<file path="src/rtl/rx_bit_timer.sv">
// rx_bit_timer
//
// Bit-period timing controller for the serial receive path. While
// enable_timer is high it runs a wrapping clock-tick counter, pulses
// shift_strobe once per bit at a fixed sample point, counts sampled bits,
// and pulses byte_done after every BITS_PER_BYTE strobes.
//
// Optional build macro RX_BIT_TIMER_RESYNC_EN: when defined, a d_edge pulse
// while running reloads the tick counter to 0 so the sample point follows
// the line transitions. When undefined, d_edge is ignored.
//
// Ports:
//   clk           in   system clock, rising edge
//   rst           in   asynchronous, active-high reset
//   enable_timer  in   level: high runs bit timing, low idles and clears
//   d_edge        in   one-cycle pulse marking a detected line transition
//   shift_strobe  out  one-cycle pulse: sample/shift the current bit
//   byte_done     out  one-cycle pulse: a full byte has been sampled
//   bit_index     out  [3:0] bits sampled in the current byte
//   timer_active  out  high while the timer is running

module rx_bit_timer #(
  parameter int CLKS_PER_BIT  = 8,
  parameter int SAMPLE_POINT  = 3,
  parameter int BITS_PER_BYTE = 8
) (
  input  logic       clk,
  input  logic       rst,
  input  logic       enable_timer,
  input  logic       d_edge,
  output logic       shift_strobe,
  output logic       byte_done,
  output logic [3:0] bit_index,
  output logic       timer_active
);

  localparam int CW = (CLKS_PER_BIT > 2) ? $clog2(CLKS_PER_BIT) : 1;
  localparam logic [CW-1:0] CNT_LAST = CW'(CLKS_PER_BIT - 1);
  localparam logic [CW-1:0] CNT_SMPL = CW'(SAMPLE_POINT);
  localparam logic [3:0]    BIT_LAST = 4'(BITS_PER_BYTE - 1);

  generate
    if (CLKS_PER_BIT < 2 || CLKS_PER_BIT > 16) begin : g_bad_cpb
      $error("rx_bit_timer: CLKS_PER_BIT must be in 2..16");
    end
    if (SAMPLE_POINT < 0 || SAMPLE_POINT > CLKS_PER_BIT - 1) begin : g_bad_sp
      $error("rx_bit_timer: SAMPLE_POINT must be in 0..CLKS_PER_BIT-1");
    end
    if (BITS_PER_BYTE < 1 || BITS_PER_BYTE > 16) begin : g_bad_bpb
      $error("rx_bit_timer: BITS_PER_BYTE must be in 1..16");
    end
  endgenerate

  typedef enum logic {
    IDLE = 1'b0,
    RUN  = 1'b1
  } state_e;

  state_e        state_q;
  logic [CW-1:0] clk_cnt_q;
  logic [3:0]    bit_cnt_q;
  logic          byte_done_q;

  logic strobe;
  logic resync;

  // Moore decode of registered state, so the strobe is glitch-free and
  // never asserted in IDLE.
  assign strobe = (state_q == RUN) && (clk_cnt_q == CNT_SMPL);

`ifdef RX_BIT_TIMER_RESYNC_EN
  assign resync = d_edge;
`else
  logic unused_d_edge;
  assign unused_d_edge = d_edge;
  assign resync        = 1'b0;
`endif

  always_ff @(posedge clk or posedge rst) begin
    if (rst) begin
      state_q     <= IDLE;
      clk_cnt_q   <= '0;
      bit_cnt_q   <= '0;
      byte_done_q <= 1'b0;
    end else begin
      // A strobe on the last bit completes the byte even if the timer is
      // being disabled at this same edge.
      byte_done_q <= strobe && (bit_cnt_q == BIT_LAST);

      if (state_q == IDLE) begin
        clk_cnt_q <= '0;
        bit_cnt_q <= '0;
        if (enable_timer) begin
          state_q <= RUN;
        end
      end else begin
        if (!enable_timer) begin
          state_q   <= IDLE;
          clk_cnt_q <= '0;
          bit_cnt_q <= '0;
        end else begin
          if (resync || (clk_cnt_q == CNT_LAST)) begin
            clk_cnt_q <= '0;
          end else begin
            clk_cnt_q <= clk_cnt_q + 1'b1;
          end
          if (strobe) begin
            bit_cnt_q <= (bit_cnt_q == BIT_LAST) ? 4'd0 : bit_cnt_q + 4'd1;
          end
        end
      end
    end
  end

  assign shift_strobe = strobe;
  assign byte_done    = byte_done_q;
  assign bit_index    = bit_cnt_q;
  assign timer_active = (state_q == RUN);

endmodule

</file>
<file path="config.mk">
export PLATFORM = sky130hd
export DESIGN_NAME = rx_bit_timer
export DESIGN_NICKNAME = d
export VERILOG_FILES = /design/src/rtl/rx_bit_timer.sv
export SDC_FILE = /design/constraint.sdc
export NUM_CORES = 1
export LEC_CHECK = 0
export CAP_MARGIN = 25
export CORE_AREA = 2 2 39 41
export CTS_BUF_LIST = sky130_fd_sc_hd__clkbuf_8
export DETAILED_ROUTE_END_ITERATION = 10
export DIE_AREA = 0 0 41 43
export PLACE_DENSITY = 0.55
export SETUP_SLACK_MARGIN = 0.5
export SYNTH_ARGS = -nofsm -noshare
export SYNTH_HDL_FRONTEND = slang
export SYNTH_SLANG_ARGS = --single-unit
</file>
<file path="constraint.sdc">
create_clock -name clk -period 1.4 [get_ports clk]
set_clock_uncertainty 0.1 [all_clocks]
set_input_delay 0.35 -clock clk [delete_from_list [all_inputs] [get_ports clk]]
set_output_delay 0.35 -clock clk [all_outputs]
set_load 0.1 [all_outputs]
</file>
==> flow_metrics.env, run 1 <==
export IMPL_status="complete, but fails checks"
export IMPL_failed_checks="negative setup slack"
export IMPL_slew_limit_headroom_pct=76.7
export IMPL_overflow=0
export IMPL_drc=0
export IMPL_cp_cell_sequence="ha_4 -> ha_4 -> and2_4 -> buf_12"
export IMPL_ir_drop_uv=552
export IMPL_synth_seq_cells=9
export IMPL_num_antenna_cells=0
export IMPL_route_vias_total=392
export IMPL_post_route_util_pct=64.5
export IMPL_grt_pass1_vias=413
export IMPL_antenna_found_initial=0
export IMPL_use_met3_pct=4.19
export IMPL_crit_start="clk_cnt_q[0]"
export IMPL_first_pass_iters=4
export IMPL_total_power_mw=0.633
export IMPL_grt_busiest_layer="met2"
export IMPL_totalWireLength_um=1090
export IMPL_max_freq_mhz=581
export IMPL_rows=14
export IMPL_seq_area_frac_synth_pct=54.2
export IMPL_path_max_fanout=2
export IMPL_final_min_clock_period_ns=1.72
export IMPL_grt_util_met2_pct=23.8
export IMPL_switching_power_mw=0.144
export IMPL_numPortBuffers=9
export IMPL_dpl_cell_area_um2=669
export IMPL_p_leak_nw=0.388
export IMPL_r2r_start="clk_cnt_q[0]"
export IMPL_initial_core_util_pct=30.0
export IMPL_syn_to_final_growth_pct=115
export IMPL_critPathSlowestCell="dfrtp_1"
export IMPL_max_stage_delay_ns=0.41
export IMPL_ant_nets=0
export IMPL_required_ns=0.95
export IMPL_ioPinCount=11
export IMPL_htree_levels=1
export IMPL_clkPwrFrac_pct=46.5
export IMPL_clk_latency_ns=0.23
export IMPL_drtIter0Drc=2
export IMPL_grt_pass1_wl_um=1700
export IMPL_die_w_um=41
export IMPL_start_kind="flip-flop"
export IMPL_p_int_mw=0.489
export IMPL_cap_violations=0
export IMPL_pre_cts_ws_ns=-0.0881
export IMPL_nets=72
export IMPL_setup_slack_ns=-0.322
export IMPL_cts_root_buf="clkbuf_8"
export IMPL_pwr_share_seq_pct=42.8
export IMPL_crit_type="flip-flop to output port"
export IMPL_avgSynthCellArea_um2=12.2
export IMPL_comb_power_share_pct=10.8
export IMPL_synth_cell_area_um2=415
export IMPL_swShare_pct=22.7
export IMPL_grt_total_usage_pct=15.2
export IMPL_setup_violations_final=7
export IMPL_hold_viol=0
export IMPL_grt_setup_unrepaired="yes"
export IMPL_ys_warn_count=0
export IMPL_yosysUniqueCellTypes=20
export IMPL_grt_max_degree=10
export IMPL_holdBufCountCts=0
export IMPL_setup_tns_ns=-0.960
export IMPL_die_y_um=43
export IMPL_cts_sinks=9
export IMPL_powerDensity_nw_per_um2=709
export IMPL_arrival_ns=1.27
export IMPL_stdcell_area_um2=892
export IMPL_syn_num_nets=42
export IMPL_tightest_slew_ns=0.349
export IMPL_drt_wirelength_per_cell_um=13.8
export IMPL_syn_inst=34
export IMPL_drive_gt1_share_pct=71.4
export IMPL_die_area_um2=1760
export IMPL_cpMostUsedCell="ha_4"
export IMPL_slew_viol_final=0
export IMPL_routed_via_density=4.96
export IMPL_place_gp_congestion=0.652
export IMPL_dp_hpwl_um=634
export IMPL_numCtsBuffers=3
export IMPL_cts_tree="yes"
export IMPL_coreArea_um2=1380
export IMPL_gr_usage_met1_pct=14.5
export IMPL_cts_path_max_buffers=2
export IMPL_hp_class="primary input to async pin"
export IMPL_end_kind="output port"
export IMPL_finalCritPeriodShare_pct=123
export IMPL_path_clk_slew_ns=0.05
==> logic make-up after synthesis <==
logic type      share of synthesized area (%)
compound gates                           5.12
simple gates                             22.0
fa+ha+maj                                12.0
mux                                      4.82
flops                                    54.2
buf+inv                                  1.81
==> critical path, delay by kind of cell (launching register included) <==
| kind | cells | cell delay [ns] |
|---|---|---|
| flip-flops | 1 | 0.41 |
| buffers and inverters | 1 | 0.16 |
| adder cells (fa/ha/maj) | 2 | 0.33 |
| AND/OR/NAND/NOR | 1 | 0.14 |
==> metal layers <==
layer / vias to the layer above / routed length [um]
li1: 180 / -
met1: 191 / 424
met2: 15 / 568
met3: 6 / 46
met4: 0 / 51
met5: - / 0
==> layout by cell type, fill, tap and decap left out, drive strengths merged <==
| cell | count |
|---|---|
| ha | 4 |
| nor3 | 1 |
| nor2 | 2 |
| nand3b | 1 |
| dlygate4sd2 | 1 |
| clkdlybuf4s50 | 1 |
| nand3 | 1 |
| mux2i | 2 |
| buf | 23 |
| nor3b | 1 |
| nand2 | 1 |
| and2 | 2 |
| o22ai | 1 |
| a21oi | 1 |
| clkbuf | 3 |
| nand4 | 1 |
| nand4bb | 1 |
| dfrtp | 9 |
| inv | 3 |
| a21bo | 1 |
| nand4b | 1 |
| nand2b | 1 |
| and3b | 1 |
==> state kept, by name, summed over array words and instances, names as in the netlist <==
signal        flops
timer_active      1
bit_index         4
byte_done         1
clk_cnt_q         3
==> layout make-up <==
type	count	area [um^2]
fill	102	492
timing repair buffer	25	294
multi-input combinational	23	278
sequential	9	248
clock buffer	3	41.3
tap	16	20.0
inverter	2	7.51
clock inverter	1	3.75
==> Yosys cell counts, drive strengths merged <==
library cell  count  area (um^2)
dfrtp             9          225
a21bo             1         10.0
inv               2         7.51
nand3b            1         7.51
nand4bb           1         11.3
nand2             1         3.75
nand4             1         6.26
nor3              1         5.00
and3b             1         8.76
a21oi             1         5.00
mux2i             2         20.0
ha                4         50.1
and2              2         13.8
nand2b            1         6.26
nand4b            1         8.76
nor3b             1         7.51
nor2              2         7.51
nand3             1         5.00
o22ai             1         6.26
==> metrics by stage <==
| step | hold WS, ns | std cells |
|---|---|---|
| floorplan | 0.0780 | 34 |
| global placement | 0.328 | 62 |
| global route | 0.341 | 79 |
| CTS | 0.302 | 74 |
| detailed placement | 0.341 | 62 |
| finish | 0.301 | 79 |
==> what timing repair did <==
| item | CTS | global route |
|---|---|---|
| setup endpoints to repair | 15 | 15 |
| gates resized for setup | 12 | 5 |
| pin swaps | 10 | 6 |
| buffers inserted | 8 | 5 |
==> power by group through the flow <==
stage	logic [mW]	clock network, mW	registers, mW
after floorplan	0.0133	0	0.286
after global placement	0.0450	0	0.275
after detailed placement	0.0465	0	0.276
after CTS	0.0599	0.299	0.270
after global routing	0.0725	0.318	0.270
final	0.0680	0.294	0.271
==> final timing paths <==
kind                                 to  slack, ns  cells after the start
min in group clk           timer_active       0.39                      1
max in group asynchronous     byte_done       0.61                      2
max reg2reg                bit_index[2]      -0.18                      7
min reg2reg                clk_cnt_q[0]       0.52                      2
min                        timer_active       0.30                      2
max                        shift_strobe      -0.32                      4
Power figures use the tool's default switching activity.
==> run 2, diff against run 1 <==
--- a/config.mk
+++ b/config.mk
@@ -11,7 +11,6 @@
 export DETAILED_ROUTE_END_ITERATION = 10
 export DIE_AREA = 0 0 41 43
 export PLACE_DENSITY = 0.55
-export SETUP_SLACK_MARGIN = 0.5
 export SYNTH_ARGS = -nofsm -noshare
 export SYNTH_HDL_FRONTEND = slang
 export SYNTH_SLANG_ARGS = --single-unit
==> flow_metrics.env, run 2 (synthesis results as in run 1) <==
export IMPL_status="complete, but fails checks"
export IMPL_failed_checks="negative setup slack"
export IMPL_cap_violations=0
export IMPL_overflow=0
export IMPL_hp_class="primary input to async pin"
export IMPL_ir_drop_uv=476
export IMPL_drt_wirelength_per_cell_um=14.0
export IMPL_grt_pass1_vias=357
export IMPL_setup_slack_ns=-0.330
export IMPL_slew_limit_headroom_pct=75.8
export IMPL_htree_levels=1
export IMPL_cts_path_max_buffers=2
export IMPL_route_vias_total=342
export IMPL_required_ns=0.95
export IMPL_mostFrequentLayoutCell="buf_12"
export IMPL_holdBufCountCts=0
export IMPL_die_y_um=43
export IMPL_grt_setup_unrepaired="yes"
export IMPL_slew_viol_final=0
export IMPL_grt_max_degree=10
export IMPL_most_common_layout_cells="buf_12 (7), buf_4 (5), dfrtp_1 (4)"
export IMPL_antenna_found_initial=0
export IMPL_nets=62
export IMPL_start_kind="flip-flop"
export IMPL_multiInputGateArea_um2=246
export IMPL_place_gp_congestion=0.664
export IMPL_path_max_fanout=2
export IMPL_routed_via_density=4.96
export IMPL_dp_hpwl_um=681
export IMPL_max_freq_mhz=578
export IMPL_final_min_clock_period_ns=1.73
export IMPL_clk_latency_ns=0.23
export IMPL_post_route_util_pct=55.4
export IMPL_initial_core_util_pct=30.0
export IMPL_ant_nets=0
export IMPL_cts_root_buf="clkbuf_8"
export IMPL_arrival_ns=1.28
export IMPL_total_power_mw=0.622
export IMPL_powerDensity_nw_per_um2=811
export IMPL_hold_viol=0
export IMPL_numCtsBuffers=3
export IMPL_drtIter0Drc=3
export IMPL_grt_pass1_wl_um=1620
export IMPL_ioPinCount=11
export IMPL_tightest_slew_ns=0.363
export IMPL_critPathSlowestCell="dfrtp_1"
export IMPL_first_pass_iters=2
export IMPL_coreArea_um2=1380
export IMPL_numPortBuffers=9
export IMPL_seq_area_um2=239
export IMPL_die_w_um=41
export IMPL_p_leak_nw=0.328
export IMPL_cts_tree="yes"
export IMPL_num_antenna_cells=0
export IMPL_cp_cell_sequence="ha_4 -> ha_4 -> and2_4 -> buf_12"
export IMPL_die_area_um2=1760
export IMPL_setup_violations_final=5
export IMPL_drc=0
export IMPL_crit_type="flip-flop to output port"
export IMPL_max_stage_delay_ns=0.40
export IMPL_end_kind="output port"
export IMPL_nFillCells=120
export IMPL_path_clk_slew_ns=0.05
export IMPL_finalCritPeriodShare_pct=124
export IMPL_rows=14
export IMPL_cts_sinks=9
export IMPL_setup_tns_ns=-0.533
export IMPL_grt_total_usage_pct=14.1
export IMPL_largest_register_ffs=4
export IMPL_totalWireLength_um=965
export IMPL_drive_gt1_share_pct=60.4
export IMPL_cpMostUsedCell="ha_4"
export IMPL_syn_to_final_growth_pct=84.6
==> run 2: power breakdown <==
part | leakage, nW | internal, mW | switching, mW
combinational | 0.187 | 0.0231 | 0.0291
sequential | 0.114 | 0.266 | 0.00594
clock | 0.0269 | 0.191 | 0.106
==> run 2: worst max-delay path: cells and delay by family, from the launching register on <==
| family | cells | cell delay, ns |
|---|---|---|
| flip-flops | 1 | 0.40 |
| AND/OR/NAND/NOR | 1 | 0.16 |
| adder cells (fa/ha/maj) | 2 | 0.33 |
| buffers and inverters | 1 | 0.16 |
==> run 2: cell type report <==
type                    count  share of cell area [%]
inverters                   2                   0.979
clock buffers               3                    5.38
multi-input cells          23                    32.1
clock inverters             1                   0.489
well taps                  16                    2.61
repair buffers             15                    27.2
flip-flops and latches      9                    31.2
==> run 2: path summary, 6_finish.rpt <==
check	from	endpoint	slack [ns]	cells past startpoint
max	clk_cnt_q[0]	shift_strobe	-0.33	4
min	rst	bit_index[0]	0.28	2
max reg2reg	clk_cnt_q[0]	bit_index[2]	-0.08	6
min reg2reg	clk_cnt_q[0]	clk_cnt_q[0]	0.48	2
max in group asynchronous	rst	timer_active	0.62	2
min in group clk	clk_cnt_q[0]	clk_cnt_q[0]	0.48	2
==> run 2: repair_timing <==
| action | in CTS | in global routing |
|---|---|---|
| pin swaps | 1 | 5 |
| gates resized for setup | 1 | 8 |
| setup endpoints to repair | 2 | 6 |
| gates cloned | 0 | 0 |
| setup buffers | 1 | 2 |
| endpoints found under the hold margin | 0 | 0 |
==> run 2: per-stage QoR <==
step,std cells,hold slack (ns),area (um^2),setup slack (ns)
global route,69,0.330,767,-0.368
finish,69,0.284,767,-0.330
detailed placement,62,0.341,651,-0.0973
global placement,62,0.330,651,-0.0851
floorplan,34,0.0778,448,-0.0635
CTS,67,0.295,713,-0.326
==> run 2: metal layers <==
metal  vias to the layer above  GRT usage (%)  routed length [um]
li1                        160              -                   -
met1                       165           17.3                 386
met2                        11           19.7                 498
met3                         6           4.71                  43
met4                         0           10.0                  36
met5                         -              0                   0
